`src/rtl/bomb_controller.sv`:
```
// Per-frame projectile engine: launches a bomb, integrates ballistic motion once per
// video frame, detects terrain/floor impact and times the explosion.
`timescale 1ns/1ps
module bomb_controller #(
    parameter int BOMB_SIZE      = 4,
    parameter int EXPLODE_SIZE   = 16,
    parameter int EXPLODE_FRAMES = 30,
    parameter int GRAVITY        = 1,
    parameter int X_MAX          = 639,
    parameter int Y_MAX          = 479
) (
    input  logic       Clk,
    input  logic       Reset_n,
    input  logic       frame_clk,
    input  logic       fire,
    input  logic [9:0] PX,
    input  logic [9:0] PY,
    input  logic [9:0] launch_vx,
    input  logic [9:0] launch_vy,
    input  logic       terrain_hit,
    output logic [9:0] BX,
    output logic [9:0] BY,
    output logic [9:0] BS,
    output logic       busy,
    output logic       crater_req
);

    typedef enum logic [1:0] {IDLE, FLIGHT, EXPLODE} state_t;

    localparam int CW = $clog2(EXPLODE_FRAMES + 1);

    state_t             state, state_n;
    logic signed [10:0] x, x_n;
    logic signed [11:0] y, y_n;
    logic signed [9:0]  vx, vx_n, vy, vy_n;
    logic [CW-1:0]      cnt, cnt_n;
    logic               frame_clk_d, tick, crater_n;
    logic signed [11:0] x_sum;
    logic signed [12:0] y_sum;
    logic signed [10:0] vy_sum;

    assign tick = frame_clk & ~frame_clk_d;

    always_ff @(posedge Clk) begin
        if (!Reset_n) begin
            state       <= IDLE;
            x           <= '0;
            y           <= '0;
            vx          <= '0;
            vy          <= '0;
            cnt         <= '0;
            frame_clk_d <= 1'b0;
            crater_req  <= 1'b0;
        end else begin
            state       <= state_n;
            x           <= x_n;
            y           <= y_n;
            vx          <= vx_n;
            vy          <= vy_n;
            cnt         <= cnt_n;
            frame_clk_d <= frame_clk;
            crater_req  <= crater_n;
        end
    end

    always_comb begin
        state_n  = state;
        x_n      = x;
        y_n      = y;
        vx_n     = vx;
        vy_n     = vy;
        cnt_n    = cnt;
        crater_n = 1'b0;
        // Sums are one bit wider than the position so the bounds tests see no wrap
        x_sum    = {x[10], x} + {{2{vx[9]}}, vx};
        y_sum    = {y[11], y} + {{3{vy[9]}}, vy};
        vy_sum   = {vy[9], vy} + 11'(GRAVITY);
        if (tick) begin
            case (state)
                IDLE: begin
                    if (fire) begin
                        x_n     = {1'b0, PX};
                        y_n     = {2'b00, PY};
                        vx_n    = launch_vx;
                        vy_n    = launch_vy;
                        state_n = FLIGHT;
                    end
                end
                FLIGHT: begin
                    if (terrain_hit) begin
                        state_n  = EXPLODE;
                        cnt_n    = '0;
                        crater_n = 1'b1;
                    end else begin
                        if (vy_sum > 11'sd511)
                            vy_n = 10'h1FF;
                        else if (vy_sum < -11'sd512)
                            vy_n = 10'h200;
                        else
                            vy_n = vy_sum[9:0];
                        if (x_sum < 0 || x_sum > X_MAX) begin
                            state_n = IDLE;
                        end else if (y_sum > Y_MAX) begin
                            x_n      = x_sum[10:0];
                            y_n      = 12'(Y_MAX);
                            state_n  = EXPLODE;
                            cnt_n    = '0;
                            crater_n = 1'b1;
                        end else begin
                            x_n = x_sum[10:0];
                            y_n = y_sum[11:0];
                        end
                    end
                end
                EXPLODE: begin
                    cnt_n = cnt + 1'b1;
                    if (cnt == CW'(EXPLODE_FRAMES - 1))
                        state_n = IDLE;
                end
                default: state_n = IDLE;
            endcase
        end
    end

    // A bomb above the top edge keeps flying but is not drawn
    always_comb begin
        BX   = x[9:0];
        BY   = y[11] ? '0 : y[9:0];
        BS   = '0;
        busy = 1'b0;
        case (state)
            FLIGHT: begin
                busy = 1'b1;
                if (!y[11])
                    BS = 10'(BOMB_SIZE);
            end
            EXPLODE: begin
                busy = 1'b1;
                BS   = 10'(EXPLODE_SIZE);
            end
            default: ;
        endcase
    end

endmodule

```
`config.mk`:
```
export PLATFORM = sky130hd
export DESIGN_NAME = bomb_controller
export DESIGN_NICKNAME = d
export VERILOG_FILES = /design/src/rtl/bomb_controller.sv
export SDC_FILE = /design/constraint.sdc
export NUM_CORES = 1
export LEC_CHECK = 0
export BUFFER_PORTS_ARGS = -buffer_cell sky130_fd_sc_hd__buf_4
export CAP_MARGIN = 15
export CORE_ASPECT_RATIO = 1.25
export CORE_MARGIN = 4
export CORE_UTILIZATION = 50
export CTS_CLUSTER_DIAMETER = 150
export DETAILED_ROUTE_END_ITERATION = 12
export MAX_ROUTING_LAYER = met4
export PLACE_DENSITY = 0.7
export SYNTH_ARGS = -nofsm -noshare
export SYNTH_HDL_FRONTEND = slang
export SYNTH_SLANG_ARGS = --single-unit
```
`constraint.sdc`:
```
create_clock -name Clk -period 3.3 [get_ports Clk]
set_clock_uncertainty 0.05 [all_clocks]
set_input_delay 0.66 -clock Clk [delete_from_list [all_inputs] [get_ports Clk]]
set_output_delay 0.66 -clock Clk [all_outputs]
set_load 0.02 [all_outputs]
```
==> impl_metrics.toml <==
[run_status]
outcome = "completed"

[finish]
final_nets = 623
final_core_util_pct = 59.3
area_growth_pct = 16.2
fillerInstances = 730
seqCellArea_um2 = 1040
drive_gt1_share_pct = 20.8
multi_input_area_um2 = 2650
diodes = 0

[sta]
hold_ws_ps = 413
period_share_pct = 93.9
post-route-min-period_ps = 3100
final_max_slew_viol_count = 0
tns_ps = 0
relSlewSlack_pct = 56.6
fin_ws_ps = 202
max_freq_mhz = 323
hold_viol_final = 0
worstMarginPinSlew_ps = 650
setup_viol = 0

[run]
max_cap_viol_count = 0

[worst_setup_path]
cp-startpoint = "x[0]"
startpoint_type = "flop"
required_ps = 3470
r2r_end = "x[7]"
reg2regPathDepth = 12
r2r_slack_ps = 200
critPathMaxFanout = 20
reg2reg_from = "x[0]"
critPathCaptureType = "flop"
crit_arrival_ps = 3270
critical_path_class = "reg -> reg"

[synthesis]
synth-seq-cells = 52
syn_inst = 492
ys.flop_type = "dfxtp_1"
ys_types = 64
yosysSeqAreaShare_pct = 26.3
yosys_warnings = 0
synth_area_per_cell_um2 = 8.04
ys_async_sr_fraction_pct = 0
netlist_area_um2 = 3950
synth_edf_count = 0

[global_routing]
grt_pass1_wl_um = 16300
grtUsageMet1_pct = 26.4
antenna_found_initial = 0
grt_max_degree = 60
grtUsageMet3_pct = 2.99
met2_usage_pct = 37.7
grt-ovfl-total = 0
grt_pass1_vias = 3525
gr-usage-all-layers_pct = 21.8
grt_busiest_layer = "met2"

[cts]
worst_skew_pair.late_latency_ps = 310
cts.path.max_buffers = 2
cts_tree = "done"
clk_pin_slew_ps = 100
cts_buffers = 5
htreeDepth = 2
ctsHoldBuffers = 0
cts_sinks = 52
cts_root_buf = "clkbuf_8"

[route]
dr.pass1.iters = 4
dr.first_iter.drc_count = 184
drc = 0
wirelength_um = 9830
antenna_left = 0
viasPerCell = 5.69
vias = 3651
wl_per_cell_um = 15.3

[worst_hold_path]
hold_path.startpoint = "frame_clk_d"
hold_path_end = "crater_req"
holdCritPathClass = "reg -> reg"
whs_path_depth = 1

[die]
rows = 36
initial_utilization_pct = 51.0
ios = 77
die_h_um = 107
die_w_um = 87.5
core-area_um2 = 7750
dieArea_um2 = 9400

[pwr]
p_total_mw = 1.70
leakage_nw = 1.95
max-vdd-ir-drop_mv = 0.225
p_per_area_nw_per_um2 = 370

[placement]
gp_congestion = 0.902
placement.io_buffers = 68
hpwlAfterDp_um = 7390
place_ws_ps = 178
## worst max-delay path, cell delays in order, from the launching register on
cell      delay [ps]
dfxtp_1          340
ha_1             230
fa_1             410
a21oi_1          240
o221ai_2         180
a31oi_2          310
o211a_1          180
o32ai_1          100
a21bo_2          260
a21oi_4          220
buf_12           190
nor2_1            50
a211oi_1         250
## what timing repair did
action / in CTS / in global routing
setup buffers: 0 / 1
resized for setup: 0 / 3
endpoints found under the setup margin: 0 / 20
## stage by stage
step	std cells	instance area, µm²
3_5_place_dp	633	4490
3_3_place_gp	633	4490
5_1_grt	642	4590
6_report	642	4590
2_1_floorplan	499	3980
4_1_cts	641	4570
## registers in the layout, indices dropped and copies added (netlist names)
signal       count
vx              10
y               12
x               11
cnt              5
state            2
crater_req       1
frame_clk_d      1
vy              10
## worst max-delay path by stage
stage	cells after the start	slack (ps)	to
5_1_grt	12	-2	y[9]
4_1_cts	12	110	x[7]
3_3_place_gp	12	240	y[10]
3_5_place_dp	12	180	x[7]
2_1_floorplan	11	420	cnt[2]
6_report	12	200	x[7]
## layout make-up
class,instances,area share [%]
Sequential cell,52,22.7
Tap cell,95,2.59
Multi-Input combinational cell,388,57.6
Inverter,18,1.47
Clock buffer,5,1.50
Timing Repair Buffer,81,13.8
Clock inverter,3,0.408
## placed cells by master, fill, tap and decap left out, types with 6 or more instances in the layout
cell type and count:
o22ai_1 9, nor2b_1 13, conb_1 8, dfxtp_1 52, o211ai_1 15, nor3_1 8
xnor2_1 11, nand2b_1 9, nand2_1 59, a21o_1 6, ha_1 29, o21ai_0 30
buf_4 79, xor2_1 11, nor2_1 30, inv_1 17, nand3_1 10, a211oi_2 8
a21oi_1 39, mux2i_1 12, nor3b_1 9
## cell usage after synthesis, types with 6 or more instances
| cell | number | share of area (%) |
|---|---|---|
| o21ai_0 | 30 | 3.8 |
| nor2_1 | 31 | 2.9 |
| xnor2_1 | 11 | 2.4 |
| nor3_1 | 8 | 1.0 |
| nor3b_1 | 9 | 1.7 |
| nand2b_1 | 9 | 1.4 |
| ha_1 | 30 | 9.5 |
| buf_4 | 20 | 3.8 |
| a211oi_2 | 8 | 2.5 |
| xor2_1 | 11 | 2.4 |
| a21oi_1 | 40 | 5.1 |
| mux2i_1 | 12 | 3.0 |
| o211ai_1 | 15 | 2.8 |
| nand3_1 | 10 | 1.3 |
| nor2b_1 | 13 | 2.1 |
| inv_1 | 17 | 1.6 |
| a31oi_1 | 6 | 0.95 |
| dfxtp_1 | 52 | 26 |
| a21o_1 | 6 | 1.1 |
| clkbuf_1 | 15 | 1.4 |
| nand2_1 | 59 | 5.6 |
| o22ai_1 | 9 | 1.4 |
## power breakdown
part / internal [mW] / total (mW) / switching, mW
Clock: 0.149 / 0.374 / 0.225
Combinational: 0.262 / 0.605 / 0.343
Sequential: 0.673 / 0.719 / 0.0466
Total: 1.08 / 1.70 / 0.615
## metal layers
| layer | wire length (µm) | share of wire [%] |
|---|---|---|
| met5 | 0 | 0 |
| met2 | 5010 | 51 |
| met4 | 148 | 1.5 |
| met3 | 439 | 4.5 |
| met1 | 4230 | 43 |
## kinds of logic after synthesis
group	synth area share [%]
XOR/XNOR	4.87
other	0.0948
AO/OA/AOI/OAI	26.7
flip-flops	26.3
buffers and inverters	7.78
adder cells (fa/ha/maj)	10.5
AND/OR/NAND/NOR	20.7
multiplexers	3.04
Power figures use the tool's default switching activity.
